**src/rtl/hack_pkg.sv**
```systemverilog
// Shared definitions for the Hack CPU controller: FSM states, IR field positions, jump codes.
// HACK_HALT_DETECT_EN adds the HALT state used for self-jump detection.
package hack_pkg;

  typedef enum logic [2:0] {
    ST_FETCH,
    ST_EXEC,
    ST_MEMRD,
    ST_MEMWR
`ifdef HACK_HALT_DETECT_EN
    , ST_HALT
`endif
  } state_t;

  localparam int unsigned IR_CI     = 15;
  localparam int unsigned IR_ABIT   = 12;
  localparam int unsigned IR_CTL_HI = 11;
  localparam int unsigned IR_CTL_LO = 6;
  localparam int unsigned IR_DEST_A = 5;
  localparam int unsigned IR_DEST_D = 4;
  localparam int unsigned IR_DEST_M = 3;
  localparam int unsigned IR_JMP_HI = 2;
  localparam int unsigned IR_JMP_LO = 0;

  localparam logic [2:0] JMP_NULL = 3'b000;
  localparam logic [2:0] JMP_JGT  = 3'b001;
  localparam logic [2:0] JMP_JEQ  = 3'b010;
  localparam logic [2:0] JMP_JGE  = 3'b011;
  localparam logic [2:0] JMP_JLT  = 3'b100;
  localparam logic [2:0] JMP_JNE  = 3'b101;
  localparam logic [2:0] JMP_JLE  = 3'b110;
  localparam logic [2:0] JMP_JMP  = 3'b111;

endpackage

```
**src/rtl/hack_jump_cond.sv**
```systemverilog
// Combinational jump decision from the 3-bit jump code and the ALU zero/negative flags.
module hack_jump_cond
  import hack_pkg::*;
(
  input  logic [2:0] jmp,
  input  logic       zr,
  input  logic       ng,
  output logic       taken
);

  always_comb begin
    taken = 1'b0;
    case (jmp)
      JMP_NULL: taken = 1'b0;
      JMP_JGT:  taken = !ng && !zr;
      JMP_JEQ:  taken = zr;
      JMP_JGE:  taken = !ng;
      JMP_JLT:  taken = ng;
      JMP_JNE:  taken = !zr;
      JMP_JLE:  taken = ng || zr;
      JMP_JMP:  taken = 1'b1;
      default:  taken = 1'b0;
    endcase
  end

endmodule

```
**src/rtl/hack_cpu_ctrl.sv**
```systemverilog
// Hack CPU controller: fetch/execute FSM with handshaked instruction and data memories, external ALU.
// HACK_HALT_DETECT_EN: a taken jump onto the current PC parks the core in HALT until reset.
module hack_cpu_ctrl
  import hack_pkg::*;
(
  input  logic        clk,
  input  logic        reset,
  output logic        imem_req,
  output logic [14:0] imem_addr,
  input  logic        imem_ack,
  input  logic [15:0] instr,
  output logic [14:0] dmem_addr,
  output logic        dmem_re,
  output logic        dmem_we,
  output logic [15:0] dmem_wdata,
  input  logic [15:0] dmem_rdata,
  input  logic        dmem_ack,
  output logic [15:0] alu_x,
  output logic [15:0] alu_y,
  output logic [5:0]  alu_ctl,
  input  logic [15:0] alu_out,
  input  logic        alu_zr,
  input  logic        alu_ng,
  output logic [14:0] pc,
  output logic        halted
);

  state_t      state, state_nx;
  logic [14:0] pc_q, waddr_q, pc_after_q, pc_target;
  logic [15:0] a_q, d_q, m_q, ir_q, wbuf_q;
  logic        is_c, jmp_raw, taken;

  hack_jump_cond u_jump (
    .jmp   (ir_q[IR_JMP_HI:IR_JMP_LO]),
    .zr    (alu_zr),
    .ng    (alu_ng),
    .taken (jmp_raw)
  );

  assign is_c      = ir_q[IR_CI];
  assign taken     = is_c && jmp_raw;
  // Jump target is A as it stood before this instruction's own A write.
  assign pc_target = taken ? a_q[14:0] : pc_q + 15'd1;

  assign imem_addr  = pc_q;
  assign pc         = pc_q;
  assign alu_x      = d_q;
  assign alu_y      = ir_q[IR_ABIT] ? m_q : a_q;
  assign alu_ctl    = ir_q[IR_CTL_HI:IR_CTL_LO];
  assign dmem_wdata = wbuf_q;

`ifdef HACK_HALT_DETECT_EN
  logic halt_hit, halt_after_q;
  assign halt_hit = taken && (a_q[14:0] == pc_q);
  assign halted   = (state == ST_HALT);
`else
  assign halted   = 1'b0;
`endif

  always_ff @(posedge clk) begin
    if (reset) state <= ST_FETCH;
    else       state <= state_nx;
  end

  always_comb begin
    state_nx  = state;
    imem_req  = 1'b0;
    dmem_re   = 1'b0;
    dmem_we   = 1'b0;
    dmem_addr = a_q[14:0];
    case (state)
      ST_FETCH: begin
        imem_req = 1'b1;
        if (imem_ack)
          state_nx = (instr[IR_CI] && instr[IR_ABIT]) ? ST_MEMRD : ST_EXEC;
      end
      ST_MEMRD: begin
        dmem_re = 1'b1;
        if (dmem_ack) state_nx = ST_EXEC;
      end
      ST_EXEC: begin
        if (is_c && ir_q[IR_DEST_M]) state_nx = ST_MEMWR;
`ifdef HACK_HALT_DETECT_EN
        else if (halt_hit)           state_nx = ST_HALT;
`endif
        else                         state_nx = ST_FETCH;
      end
      ST_MEMWR: begin
        dmem_we   = 1'b1;
        dmem_addr = waddr_q;
        if (dmem_ack) begin
`ifdef HACK_HALT_DETECT_EN
          state_nx = halt_after_q ? ST_HALT : ST_FETCH;
`else
          state_nx = ST_FETCH;
`endif
        end
      end
      default: state_nx = state;
    endcase
  end

  always_ff @(posedge clk) begin
    if (reset) begin
      pc_q       <= '0;
      a_q        <= '0;
      d_q        <= '0;
      m_q        <= '0;
      ir_q       <= '0;
      wbuf_q     <= '0;
      waddr_q    <= '0;
      pc_after_q <= '0;
`ifdef HACK_HALT_DETECT_EN
      halt_after_q <= 1'b0;
`endif
    end else begin
      case (state)
        ST_FETCH: if (imem_ack) ir_q <= instr;
        ST_MEMRD: if (dmem_ack) m_q <= dmem_rdata;
        ST_EXEC: begin
          if (!is_c) begin
            a_q  <= {1'b0, ir_q[14:0]};
            pc_q <= pc_q + 15'd1;
          end else begin
            if (ir_q[IR_DEST_D]) d_q <= alu_out;
            if (ir_q[IR_DEST_A]) a_q <= alu_out;
            // A store defers the PC update until the write handshake completes.
            if (ir_q[IR_DEST_M]) begin
              wbuf_q     <= alu_out;
              waddr_q    <= a_q[14:0];
              pc_after_q <= pc_target;
`ifdef HACK_HALT_DETECT_EN
              halt_after_q <= halt_hit;
`endif
            end else begin
              pc_q <= pc_target;
            end
          end
        end
        ST_MEMWR: if (dmem_ack) pc_q <= pc_after_q;
        default: ;
      endcase
    end
  end

endmodule

```
**config.mk**
```make
export PLATFORM = sky130hd
export DESIGN_NAME = hack_cpu_ctrl
export DESIGN_NICKNAME = d
export VERILOG_FILES = /design/src/rtl/hack_pkg.sv /design/src/rtl/hack_jump_cond.sv /design/src/rtl/hack_cpu_ctrl.sv
export SDC_FILE = /design/constraint.sdc
export NUM_CORES = 1
export LEC_CHECK = 0
export BUFFER_PORTS_ARGS = -buffer_cell sky130_fd_sc_hd__buf_2
export CAP_MARGIN = 10
export CORE_ASPECT_RATIO = 0.6
export CORE_UTILIZATION = 40
export CTS_CLUSTER_SIZE = 25
export DETAILED_ROUTE_END_ITERATION = 8
export PLACE_DENSITY_LB_ADDON = 0.12
export SLEW_MARGIN = 20
export SYNTH_ARGS = -nofsm -noshare
export SYNTH_HDL_FRONTEND = slang
export SYNTH_HIERARCHICAL = 1
export SYNTH_SLANG_ARGS = --single-unit
```
**constraint.sdc**
```tcl
create_clock -name clk -period 2.5 [get_ports clk]
set_input_delay 0.5 -clock clk [delete_from_list [all_inputs] [get_ports clk]]
set_output_delay 0.5 -clock clk [all_outputs]
set_load 0.005 [all_outputs]
```
Yosys cells after proc, flatten, opt, wreduce, memory -nomap -nowiden
Cells that the tools add are included.
W data, S select, Z words.
{"block": "op_classes", "n_addsub": 1, "muxes": 19, "n_div": 0, "shifts": 0, "n_mul": 0, "n_reduce_logical": 18, "order_cmp": 0, "bitwise": 0, "eq_ne": 15}
{"cell": "$mux W15", "count": 5}
{"cell": "$mux W16", "count": 3}
{"cell": "$pmux W15 S2", "count": 1}
{"cell": "$add A15 B1 Y15 const B", "count": 1}
{"cell": "$eq A3 B2 Y1 const B", "count": 4}
{"cell": "$eq A3 B3 Y1 const B", "count": 4}
{"cell": "$pmux W3 S4", "count": 1}
{"cell": "$mux W3", "count": 3}
{"cell": "$reduce_and A3 Y1", "count": 3}
{"cell": "$ne A2 B2 Y1 const B", "count": 4}
{"cell": "$pmux W1 S8", "count": 1}
{"cell": "$eq A3 B1 Y1 const B", "count": 2}
{"cell": "$logic_not A3 Y1", "count": 2}
{"cell": "$reduce_and A2 Y1", "count": 3}
{"cell": "$logic_and A1 B1 Y1", "count": 4}
{"cell": "$mux W2", "count": 2}
{"cell": "$reduce_and A4 Y1", "count": 1}
{"cell": "$reduce_bool A4 Y1", "count": 1}
{"cell": "$mux W1", "count": 3}
{"cell": "$ne A3 B3 Y1 const B", "count": 1}
{"cell": "$logic_not A1 Y1", "count": 2}
{"cell": "$reduce_bool A2 Y1", "count": 1}
{"cell": "$logic_or A1 B1 Y1", "count": 1}
{"block": "totals", "latchBits": 0, "mem_count": 0, "ramBits": 0, "romBits": 0, "word_cells": 62, "output_inout_bits": 103, "register_bits": 128}

Depth between registers and ports, before layout
Gate-level depths: netlist of run 1.
{"block": "logic_depth", "word_depth": 8, "mapped_depth": 9, "mapped_depth_nobuf": 8}

Modules after synthesis
Netlist of run 1, hierarchy kept.
{"module": "hack_cpu_ctrl", "area_per_inst_um2": 5754.3, "instances": 1, "seq_area_each_um2": 2542.4, "cells_per_inst": 749}
{"module": "hack_jump_cond", "area_per_inst_um2": 33.8, "instances": 1, "seq_area_each_um2": 0.0, "cells_per_inst": 5}

Worst setup path before layout of run 1
OpenSTA, ideal clock, no wires.
{"block": "synth_timing", "path_type": "input to register", "start": "input alu_zr", "end": "register pc_after_q[14]", "path_slack_ns": 0.576, "arrival_time_ns": 1.807, "path_buffers": 2, "path_stages": 7, "setup_ns": 0.117, "t_required_ns": 2.383, "path_cell_list": "a221oi_2 a21oi_1 nand2_1 buf_2 buf_1 mux2i_1 o21ai_1"}
{"block": "synth_between", "elab_chain_len": 5}
{"element": "from (decl)", "line": "hack_cpu_ctrl.sv:22", "rtl": "input logic alu_zr,"}
{"element": "$logic_not A1 Y1", "line": "hack_jump_cond.sv:15, hack_jump_cond.sv:19"}
{"element": "$logic_and A1 B1 Y1", "line": "hack_jump_cond.sv:15", "rtl": "JMP_JGT: taken = !ng && !zr;"}
{"element": "$pmux W1 S8 *", "line": "hack_jump_cond.sv:13", "rtl": "case (jmp)"}
{"element": "named net jmp_raw", "line": "hack_cpu_ctrl.sv:31", "rtl": "logic is_c, jmp_raw, taken;"}
{"element": "$logic_and A1 B1 Y1 *", "line": "hack_cpu_ctrl.sv:41", "rtl": "assign taken = is_c && jmp_raw;"}
{"element": "$mux W15 *", "line": "hack_cpu_ctrl.sv:43", "rtl": "assign pc_target = taken ? a_q[14:0] : pc_q + 15'd1;"}
{"element": "to (signal assigned)", "line": "hack_cpu_ctrl.sv:131", "rtl": "pc_after_q <= pc_target;"}
{"element": "to (decl)", "line": "hack_cpu_ctrl.sv:29", "rtl": "logic [14:0] pc_q, waddr_q, pc_after_q, pc_target;"}
Mark *: on every way through the listed nets, which the timed path passes. The rest lies on a longest branch.
A chain may end at the register's enable or synchronous reset.

Worst setup path after layout of run 1
{"block": "layout_timing", "start": "register ir_q[12]", "end": "output alu_y[7]"}
{"block": "layout_between", "elab_chain_len": 1}
{"element": "from (decl)", "line": "hack_cpu_ctrl.sv:30", "rtl": "logic [15:0] a_q, d_q, m_q, ir_q, wbuf_q;"}
{"element": "from (signal assigned)", "line": "hack_cpu_ctrl.sv:118", "rtl": "ST_FETCH: if (imem_ack) ir_q <= instr;"}
{"element": "$mux W16", "line": "hack_cpu_ctrl.sv:48", "rtl": "assign alu_y = ir_q[IR_ABIT] ? m_q : a_q;"}
{"element": "to (decl)", "line": "hack_cpu_ctrl.sv:19", "rtl": "output logic [15:0] alu_y,"}
No other way between the ends.

==> implementation parameters, run 1 <==
Parameter                              Value

Timing
  Achievable clock frequency ... 442 MHz
  Post-route fraction of the period consumed by the critical path ... 90.5%
  Setup clock skew after layout ... 0.00868 ns
  Normalized max-slew margin ... 46.6%
  Final-layout setup total negative slack ... 0 ns
  Measured slew at the worst slew-check pin ... 0.801 ns
  WHS ... 0.325 ns
  Hold Violations, Final ... 0
  Setup repair after global routing missed its margin ... false
  Number of max-slew violations in the final report ... 0
  Min Tclk post-route ... 2.26 ns
  Final Setup Violations ... 0

Placed design
  Placement Cell Area ... 6610 um^2
  Placed wire-length estimate after detailed placement ... 12.7 mm
  Total of buffers placed on input and output ports ... 155
  Placed cells ... 1044
  Routability Congestion ... 0.837

CTS
  Clock Sinks ... 127
  Clock Path Buffers ... 2
  TritonCTS clock tree ... done
  Htree depth ... 4
  Hold_buf cts ... 0
  Buffer cell driving the clock tree root ... sky130_fd_sc_hd__clkbuf_16
  Later-pin clock latency in the skew report ... 0.41 ns
  Number of buffers created by CTS ... 17
  Clock transition at the registers of the reported paths ... 0.06 ns

Critical path
  Category of the critical setup timing path ... reg2out
  Crit. End Element ... primary output
  Endpoint arrival time on the critical path ... 1.76 ns
  Critical Path Source Type ... flop
  CP Data Required Time ... 2.00 ns
  Largest fanout on the critical path ... 16

Status
  Status ... finished, final reports clean

Die
  Full die area ... 15000 um^2
  Core area ... 13900 um^2
  DIE WIDTH ... 157 um
  Overall die height ... 95.2 um
  Initial core utilization ... 41.7%
  Row cnt ... 33
  IO Pins ... 157

Power and ir drop
  Power density normalized to cell area ... 761 nW/um^2
  Peak supply drop ... 0.000494 V
  Leakage power summed over all cells ... 3.03 nW
  Overall power of the completed layout ... 5.51 mW

Global routing
  Global-route wire length before repair ... 28.7 mm
  Sum of overflow across all layers after global routing ... 0
  Maximum number of pins on one net before global-route repair ... 75
  Vias in the first global route ... 5117
  Overall fraction of global-route tracks in use ... 25.6%
  Number of antenna violations at the first check in global routing ... 0

Yosys
  Register bit total from synthesis ... 127
  Number of standard cells after synthesis ... 754
  Share of the yosys chip area belonging to registers ... 43.9%
  Number of flops mapped to enable cells by yosys ... 0
  Number of warnings printed during yosys synthesis ... 6
  Most frequently used flop master after synthesis ... sky130_fd_sc_hd__dfxtp_1
  Number of nets produced by synthesis ... 809
  Cell area after synthesis ... 5790 um^2
  Post-synthesis async set-or-reset flop share ... 0%
  Syn Area/Cell ... 7.68 um^2
  Distinct cells, synth ... 48

Run
  Number of maximum-capacitance violations ... 0

Finish
  Number of nets in the layout ... 926
  Area Overhead vs Synth ... 25.2%
  Post-layout instance area ... 7240 um^2
  Number of antenna repair diodes ... 0
  Count of non-filler cells in the finished layout ... 1076
  Ratio of cells with drive above 1 in the final layout ... 26.4%
  Filler instances ... 1363

Routing
  Routed WL per cell ... 17.2 um
  1st-iter DRT viols ... 476
  First-pass DRT Iterations ... 5
  DR vias/cell ... 5.22
  Number of nets still failing antenna checks after routing ... 0
  Detailed-route DRC error count ... 0
  Wire length reported by the detailed router ... 18.5 mm
  Total via count after detailed routing ... 5616

Hold path
  Class of the tightest hold or removal check ... in2reg
[power breakdown]
part | internal, mW | switching (mW) | leakage (nW) | total, mW
Clock | 1.70 | 0.958 | 0.304 | 2.66
Sequential | 2.10 | 0.137 | 1.03 | 2.24
Combinational | 0.265 | 0.351 | 1.70 | 0.616
Total | 4.07 | 1.45 | 3.03 | 5.51
[worst paths after layout]
check	to	slack, ns	depth (start not counted)	startpoint
setup / recovery	alu_y[7]	0.24	2	ir_q[12]
hold / removal	ir_q[1]	0.32	3	instr[1]
setup reg to reg	imem_addr[12]	0.48	6	imem_addr[0]
hold reg to reg	alu_x[1]	0.45	2	alu_x[1]
[per-layer routing]
metal	vias up	track usage [%]	wire length [um]
met5	-	0	0
met4	0	7.04	309
met3	23	6.36	1540
met2	253	35.1	7290
met1	2575	38.7	9390
li1	2765	-	-
[cell families (layout without fill, tap and decap cells)]
group | Yosys count | in the layout | share of synthesized area (%)
buffers and inverters | 85 | 215 | 7.33
xor gates and xnor gates | 5 | 5 | 0.757
AOI/OAI and AO/OA | 176 | 176 | 18.2
adders and majority gates | 1 | 1 | 0.216
other | 1 | 1 | 0.0648
and+or+nand+nor | 324 | 324 | 23.2
DFF | 127 | 127 | 43.9
muxes | 35 | 35 | 6.40
[critical path, stage by stage (launching register included)]
cell and delay, ns:
sky130_fd_sc_hd__dfxtp_1 0.78, sky130_fd_sc_hd__mux2_2 0.44, sky130_fd_sc_hd__buf_2 0.13
[cells in the mapped netlist (3+ instances only)]
cell type | count | area, um^2
sky130_fd_sc_hd__a211oi_1 | 24 | 180
sky130_fd_sc_hd__and3_1 | 3 | 18.8
sky130_fd_sc_hd__buf_4 | 22 | 165
sky130_fd_sc_hd__a21oi_1 | 108 | 541
sky130_fd_sc_hd__a31oi_1 | 4 | 25.0
sky130_fd_sc_hd__nand2_1 | 232 | 871
sky130_fd_sc_hd__mux2i_1 | 19 | 190
sky130_fd_sc_hd__buf_2 | 12 | 60.1
sky130_fd_sc_hd__inv_1 | 9 | 33.8
sky130_fd_sc_hd__o31ai_1 | 3 | 22.5
sky130_fd_sc_hd__nand3b_1 | 3 | 22.5
sky130_fd_sc_hd__buf_1 | 4 | 15.0
sky130_fd_sc_hd__nand2b_1 | 4 | 25.0
sky130_fd_sc_hd__dfxtp_1 | 127 | 2540
sky130_fd_sc_hd__and2_1 | 3 | 18.8
sky130_fd_sc_hd__mux2_2 | 16 | 180
sky130_fd_sc_hd__nor3_1 | 5 | 25.0
sky130_fd_sc_hd__or3_1 | 5 | 31.3
sky130_fd_sc_hd__nor2_1 | 45 | 169
sky130_fd_sc_hd__o21ai_0 | 11 | 55.1
sky130_fd_sc_hd__clkbuf_1 | 37 | 139
sky130_fd_sc_hd__o211ai_1 | 9 | 67.6
sky130_fd_sc_hd__nand3_1 | 13 | 65.1
sky130_fd_sc_hd__xor2_1 | 4 | 35.0
[through the flow]
step           utilization (%)  setup WS, ns
6_report                  52.2         0.238
5_1_grt                   52.2         0.140
3_5_place_dp              47.7         0.341
3_3_place_gp              47.7         0.432
4_1_cts                   52.2         0.111
2_1_floorplan                -         0.576
[layout make-up]
| cell class | instances | area, um^2 | share of cell area, % |
|---|---|---|---|
| Tap cell | 192 | 240 | 3.32 |
| Sequential cell | 127 | 2540 | 35.1 |
| Multi-Input combinational cell | 542 | 2840 | 39.2 |
| Timing Repair Buffer | 174 | 958 | 13.2 |
| Inverter | 9 | 37.5 | 0.518 |
| Clock buffer | 19 | 443 | 6.11 |
| Clock inverter | 13 | 185 | 2.56 |
[cell usage in the layout (no fill, tap or decap), drive strengths merged, types with 5 or more instances in the layout]
cell	n
a211oi	25
mux2	16
or3	5
nor3	5
inv	11
nand3	14
o211ai	10
nor2	45
mux2i	19
buf	174
clkbuf	19
a21oi	108
nand2	232
o21ai	12
dfxtp	127
[flip-flops by register name, indices dropped and copies added (netlist names)]
name and cells:
a_q 16, alu_x 16, dmem_wdata 16, imem_addr 15, ir_q 16, m_q 16, pc_after_q 15, state 2
waddr_q 15
[what timing repair did]
action | CTS | global route
resized for setup | 0 | 1
setup endpoints to repair | 0 | 13
setup buffers | 0 | 0
Power figures use the tool's default switching activity.
==> run 2: changes to the inputs <==
Settings changed: CORE_UTILIZATION 40 to 50, MAX_ROUTING_LAYER set to met4.
==> run 2 against run 1 <==
  * Utilization increased by 11 points
  * Critical endpoint is now dmem_addr[7]
  * Clock skew decreased by 0.0021 ns
  * Critical path type unchanged
  * Critical path depth increased by 4
  * First-iteration DRC count increased by 19%
  * Combinational power decreased by 1%
  * Power decreased by 0.46%
  * Via count increased by 2.5%
  * Register-to-register slack got worse by 0.10 ns
  * Worst setup slack got worse by 0.066 ns
==> implementation parameters, run 2 (same netlist as run 1, synthesis figures left out) <==
Parameter                              Value

Global routing
  Number of antenna violations at the first check in global routing ... 0 (unchanged)
  Overall fraction of global-route tracks in use ... 30.8% (+5.2 points)
  Sum of overflow across all layers after global routing ... 0 (unchanged)
  Vias in the first global route ... 5227 (+2.1%)
  Global-route wire length before repair ... 27.5 mm (-4.1%)
  Maximum number of pins on one net before global-route repair ... 61 (-19%)

Routing
  DR vias/cell ... 5.53 (+6.0%)
  Detailed-route DRC error count ... 0 (unchanged)
  Number of nets still failing antenna checks after routing ... 0 (unchanged)
  Wire length reported by the detailed router ... 17.7 mm (-4.2%)
  Routed WL per cell ... 17.1 um (-0.92%)
  1st-iter DRT viols ... 566 (+19%)
  Total via count after detailed routing ... 5755 (+2.5%)
  First-pass DRT Iterations ... 5 (unchanged)

Die
  Initial core utilization ... 51.2% (+9.5 points)
  Core area ... 11300 um^2 (-19%)
  IO Pins ... 157 (unchanged)
  Overall die height ... 85.3 um (-10%)
  DIE WIDTH ... 141 um (-10%)
  Full die area ... 12000 um^2 (-20%)
  Row cnt ... 30 (-9.1%)

Timing
  Final-layout setup total negative slack ... 0 ns (unchanged)
  Post-route fraction of the period consumed by the critical path ... 93.1% (+2.6 points)
  Achievable clock frequency ... 430 MHz (-2.8%)
  Setup clock skew after layout ... 0.00654 ns (-0.00214 ns)
  Number of max-slew violations in the final report ... 0 (unchanged)
  Min Tclk post-route ... 2.33 ns (+0.0659 ns)
  Measured slew at the worst slew-check pin ... 0.781 ns (-0.0202 ns)
  Normalized max-slew margin ... 47.8% (+1.2 points)
  Final Setup Violations ... 0 (unchanged)
  Hold Violations, Final ... 0 (unchanged)
  Setup repair after global routing missed its margin ... false

Finish
  Post-layout instance area ... 7180 um^2 (-0.95%)
  Number of nets in the layout ... 923 (-0.32%)
  Count of non-filler cells in the finished layout ... 1040 (-3.3%)
  Number of antenna repair diodes ... 0 (unchanged)
  Ratio of cells with drive above 1 in the final layout ... 25.8% (-0.56 points)
  Commonest cells after routing, fill and taps aside ... sky130_fd_sc_hd__nand2_1, sky130_fd_sc_hd__buf_2, sky130_fd_sc_hd__dfxtp_1
  Area Overhead vs Synth ... 24.0%
  Most common cell after layout, fill and taps aside ... sky130_fd_sc_hd__nand2_1

CTS
  Clock Sinks ... 127 (unchanged)
  Total setup buffers inserted after CTS ... 0 (unchanged)
  Clock Path Buffers ... 2 (unchanged)
  Hold_buf cts ... 0 (unchanged)
  Clock transition at the registers of the reported paths ... 0.06 ns (about the same)
  Total of cells resized after clock tree synthesis ... 0 (unchanged)
  Htree depth ... 4 (unchanged)
  Buffer cell driving the clock tree root ... sky130_fd_sc_hd__clkbuf_16
  TritonCTS clock tree ... done
  Later-pin clock latency in the skew report ... 0.41 ns (about the same)
  Number of buffers created by CTS ... 17 (unchanged)

Placed design
  Total of buffers placed on input and output ports ... 155 (unchanged)
  Placed cells ... 1009 (-3.4%)
  Placed wire-length estimate after detailed placement ... 12.1 mm (-4.9%)
  Routability Congestion ... 0.866 (+3.5%)
  Placement Cell Area ... 6550 um^2 (-0.95%)

Critical path
  Largest fanout on the critical path ... 31 (+15)
  Crit. End Element ... primary output
  Critical Path Source Type ... flop
  Endpoint arrival time on the critical path ... 1.83 ns (+0.07 ns)
  Category of the critical setup timing path ... reg2out
  CP Data Required Time ... 2.00 ns (about the same)

Run
  Number of maximum-capacitance violations ... 0 (unchanged)

Power and ir drop
  Leakage power summed over all cells ... 3.02 nW (-0.19%)
  Peak supply drop ... 0.000559 V (+13%)
  Power density normalized to cell area ... 765 nW/um^2 (+0.49%)

Status
  Status ... finished, final reports clean

Hold path
  Class of the tightest hold or removal check ... in2reg
-- run 2: changes by cell type in the layout (fill, tap and decap cells not counted) --
cell	delta
sky130_fd_sc_hd__bufinv_16	+1
sky130_fd_sc_hd__buf_4	-3
sky130_fd_sc_hd__inv_6	-3
sky130_fd_sc_hd__clkbuf_1	+1
sky130_fd_sc_hd__inv_1	+1
sky130_fd_sc_hd__clkinv_4	-1
sky130_fd_sc_hd__clkbuf_8	-1
sky130_fd_sc_hd__clkinv_2	+1
-- run 2: metrics by stage --
| step | setup slack [ns] | total power, mW | util [%] | hold slack [ns] |
|---|---|---|---|---|
| after CTS | 0.234 | 5.50 | 63.5 | 0.322 |
| final | 0.173 | 5.49 | 63.5 | 0.332 |
| after global placement | 0.440 | 2.86 | 58.0 | 0.438 |
| after global routing | 0.138 | 5.65 | 63.5 | 0.335 |
| after detailed placement | 0.350 | 2.87 | 58.0 | 0.444 |
| after floorplan | 0.576 | 2.61 | - | 0.432 |
-- run 2: routing by layer --
metal  global-route usage [%]  up-vias  share of wire [%]
li1                         -     2757                  -
met1                     42.5     2722                 48
met2                     44.5      263                 43
met3                     7.00       13                8.4
met4                     9.58        0                1.0
met5                        -        -                  0
-- run 2: critical path: stages (launching register included) --
cell and delay [ns]:
sky130_fd_sc_hd__dfxtp_1 0.55, sky130_fd_sc_hd__nand2_1 0.12, sky130_fd_sc_hd__inv_1 0.07, sky130_fd_sc_hd__buf_4 0.34, sky130_fd_sc_hd__nand2_1 0.09, sky130_fd_sc_hd__nand2_1 0.12
sky130_fd_sc_hd__buf_2 0.13
-- run 2: where the power goes --
part	total, mW	switching (mW)	leakage (nW)	internal, mW
combinational	0.607	0.346	1.70	0.261
sequential	2.24	0.138	1.03	2.10
clock	2.64	0.886	0.299	1.75
total	5.49	1.37	3.02	4.12
-- run 2: path summary, 6_finish.rpt --
kind | startpoint | endpoint | slack, ns | cells past startpoint
worst max register to register | imem_addr[0] | imem_addr[12] | 0.38 | 6
worst min register to register | alu_x[1] | alu_x[1] | 0.45 | 2
worst max-delay path | state[0] | dmem_addr[7] | 0.17 | 6
worst min-delay path | instr[14] | ir_q[14] | 0.33 | 3
-- run 2: area by class of cell --
class / count / area, um^2
clock buffers: 19 / 433
clock inverters: 12 / 193
fillers: 1007 / 4120
inverters: 9 / 33.8
multi-input cells: 542 / 2840
flip-flops and latches: 127 / 2540
well taps: 160 / 200
repair buffers: 171 / 936
==> run 3: changes to the inputs <==
Settings changed: CTS_BUF_LIST set to sky130_fd_sc_hd__clkbuf_16, CTS_CLUSTER_DIAMETER set to 200, PLACE_DENSITY set to 0.77, PLACE_DENSITY_LB_ADDON 0.12 to unset.
==> run 3 against run 2 <==
  * Clock-buffer cell count fell by 2
  * Highest routed layer unchanged
  * Clock power fell by 18%
  * Routed wire length down 4.6%
  * Largest cell class unchanged
  * Sequential cell count unchanged
  * Non-clock buffer count shrank 1
  * Combinational power shrank 3%
  * Sequential share of layout area rose by 0.46 points
  * Critical path depth down 1
  * Power shrank 8.9%
  * Utilization is 0.82 points lower
==> implementation parameters, run 3 (same netlist as run 1, synthesis figures left out) <==
Parameter                              Value

Routing
  First-pass DRT Iterations ... 7 (+2)
  Routed WL per cell ... 16.3 um (-4.4%)
  Detailed-route DRC error count ... 0 (unchanged)
  DR vias/cell ... 5.45 (-1.5%)
  Wire length reported by the detailed router ... 16.9 mm (-4.6%)
  Total via count after detailed routing ... 5657 (-1.7%)
  1st-iter DRT viols ... 453 (-20%)
  Number of nets still failing antenna checks after routing ... 0 (unchanged)

Finish
  Filler instances ... 994 (-1.3%)
  Number of antenna repair diodes ... 0 (unchanged)
  Area Overhead vs Synth ... 22.4%
  Utilization after layout ... 62.7% (-0.82 points)
  Count of non-filler cells in the finished layout ... 1038 (-0.19%)
  Post-layout instance area ... 7080 um^2 (-1.3%)
  Most common cell after layout, fill and taps aside ... sky130_fd_sc_hd__nand2_1
  Commonest cells after routing, fill and taps aside ... sky130_fd_sc_hd__nand2_1, sky130_fd_sc_hd__buf_2, sky130_fd_sc_hd__dfxtp_1
  Ratio of cells with drive above 1 in the final layout ... 25.4% (-0.40 points)
  Number of nets in the layout ... 922 (-0.11%)

Timing
  Setup clock skew after layout ... 0.00914 ns (+0.00260 ns)
  Final Worst Setup Slack ... 0.255 ns (+0.0822 ns)
  WHS ... 0.327 ns (-0.00482 ns)
  Achievable clock frequency ... 445 MHz (+3.7%)
  Post-route fraction of the period consumed by the critical path ... 89.8% (-3.3 points)
  Setup repair after global routing missed its margin ... false
  Number of max-slew violations in the final report ... 0 (unchanged)
  Hold Violations, Final ... 0 (unchanged)
  Final-layout setup total negative slack ... 0 ns (unchanged)
  Final Setup Violations ... 0 (unchanged)
  Min Tclk post-route ... 2.25 ns (-0.0822 ns)
  Measured slew at the worst slew-check pin ... 0.677 ns (-0.103 ns)
  Normalized max-slew margin ... 54.8% (+7.0 points)

Critical path
  Endpoint arrival time on the critical path ... 1.75 ns (-0.08 ns)
  Category of the critical setup timing path ... reg2out
  Critical Path Source Type ... flop
  Largest fanout on the critical path ... 17 (-45%)
  CP Data Required Time ... 2.00 ns (about the same)
  Crit. End Element ... primary output

Power and ir drop
  Overall power of the completed layout ... 5.00 mW (-8.9%)
  P_sw ... 1.31 mW (-4.1%)
  Switching power share of the total ... 26.3% (+1.3 points)
  Fraction of power consumed by combinational cells ... 11.8% (+0.7 points)
  Leakage power summed over all cells ... 2.98 nW (-1.3%)
  Cell-internal power ... 3.68 mW (-11%)
  Peak supply drop ... 0.000513 V (-8.2%)
  Power density normalized to cell area ... 705 nW/um^2 (-7.7%)
  Share of power burned in the clock network ... 43.3% (-4.8 points)
  Sequential share of power ... 44.9% (+4.1 points)

CTS
  Hold_buf cts ... 0 (unchanged)
  Total of cells resized after clock tree synthesis ... 0 (unchanged)
  Clock Path Buffers ... 2 (unchanged)
  Htree depth ... 4 (unchanged)
  Buffer cell driving the clock tree root ... sky130_fd_sc_hd__clkbuf_16
  TritonCTS clock tree ... done
  Clock Sinks ... 127 (unchanged)
  Number of buffers created by CTS ... 17 (unchanged)
  Later-pin clock latency in the skew report ... 0.41 ns (about the same)
  Total setup buffers inserted after CTS ... 0 (unchanged)
  Clock transition at the registers of the reported paths ... 0.06 ns (about the same)

Global routing
  Number of antenna violations at the first check in global routing ... 0 (unchanged)
  Maximum number of pins on one net before global-route repair ... 60 (-1.6%)
  Overall fraction of global-route tracks in use ... 30.0% (-0.72 points)
  Global-route wire length before repair ... 26.8 mm (-2.6%)
  Vias in the first global route ... 5008 (-4.2%)
  Sum of overflow across all layers after global routing ... 0 (unchanged)

Status
  Status ... finished, final reports clean

Die
  IO Pins ... 157 (unchanged)
  Overall die height ... 85.3 um (unchanged)
  Full die area ... 12000 um^2 (unchanged)
  Core area ... 11300 um^2 (unchanged)
  Row cnt ... 30 (unchanged)
  Initial core utilization ... 51.2% (unchanged)
  DIE WIDTH ... 141 um (unchanged)

Run
  Number of maximum-capacitance violations ... 0 (unchanged)

Placed design
  Routability Congestion ... 0.879 (+1.5%)
  Placed cells ... 1008 (-0.099%)
  Total of buffers placed on input and output ports ... 155 (unchanged)
  Dpl ws ... 0.323 ns (-0.0277 ns)
  Placed wire-length estimate after detailed placement ... 11.5 mm (-5.4%)
  Placement Cell Area ... 6570 um^2 (+0.27%)

Hold path
  Class of the tightest hold or removal check ... in2reg
==> run 3: changes by cell type in the layout (fill, tap and decap cells not counted) <==
| cell | change |
|---|---|
| sky130_fd_sc_hd__clkbuf_1 | -2 |
| sky130_fd_sc_hd__clkinv_2 | +2 |
| sky130_fd_sc_hd__buf_4 | -3 |
| sky130_fd_sc_hd__buf_12 | +2 |
| sky130_fd_sc_hd__clkinvlp_4 | -1 |
| sky130_fd_sc_hd__inv_1 | +3 |
| sky130_fd_sc_hd__bufinv_16 | -4 |
| sky130_fd_sc_hd__clkinv_1 | +1 |
==> run 3: layout make-up <==
type / instances / area, um^2 / area share [%]
Tap cell: 160 / 200 / 2.83
Timing Repair Buffer: 170 / 953 / 13.5
Inverter: 9 / 37.5 / 0.530
Multi-Input combinational cell: 542 / 2840 / 40.1
Sequential cell: 127 / 2540 / 35.9
Clock buffer: 17 / 425 / 6.01
Clock inverter: 13 / 86.3 / 1.22
==> run 3: worst max-delay path, cell delays in order (launching register included) <==
cell,delay [ns]
sky130_fd_sc_hd__dfxtp_1,0.52
sky130_fd_sc_hd__nand2_1,0.19
sky130_fd_sc_hd__clkinvlp_4,0.30
sky130_fd_sc_hd__nand2_1,0.11
sky130_fd_sc_hd__nand2_1,0.10
sky130_fd_sc_hd__buf_2,0.12
==> run 3: layer usage <==
layer,vias up,wire length (um),track usage [%]
li1,2764,-,-
met5,-,0,-
met3,20,1830,7.22
met4,0,267,10.2
met2,295,6710,40.1
met1,2578,8110,43.5
==> run 3: path summary, 6_finish.rpt <==
| check | depth (start not counted) | to | start | slack [ns] |
|---|---|---|---|---|
| setup / recovery | 5 | dmem_addr[13] | state[1] | 0.25 |
| hold / removal | 3 | m_q[1] | dmem_rdata[1] | 0.33 |
| setup reg to reg | 6 | imem_addr[14] | imem_addr[1] | 0.46 |
| hold reg to reg | 2 | m_q[5] | m_q[5] | 0.45 |
==> run 3: power by group through the flow <==
| stage | sequential (mW) | combinational [mW] | clock (mW) |
|---|---|---|---|
| global route | 2.25 | 0.656 | 2.29 |
| CTS | 2.24 | 0.587 | 2.18 |
| floorplan | 2.22 | 0.391 | 0 |
| finish | 2.24 | 0.591 | 2.16 |
| global placement | 2.28 | 0.578 | 0 |
| detailed placement | 2.28 | 0.583 | 0 |
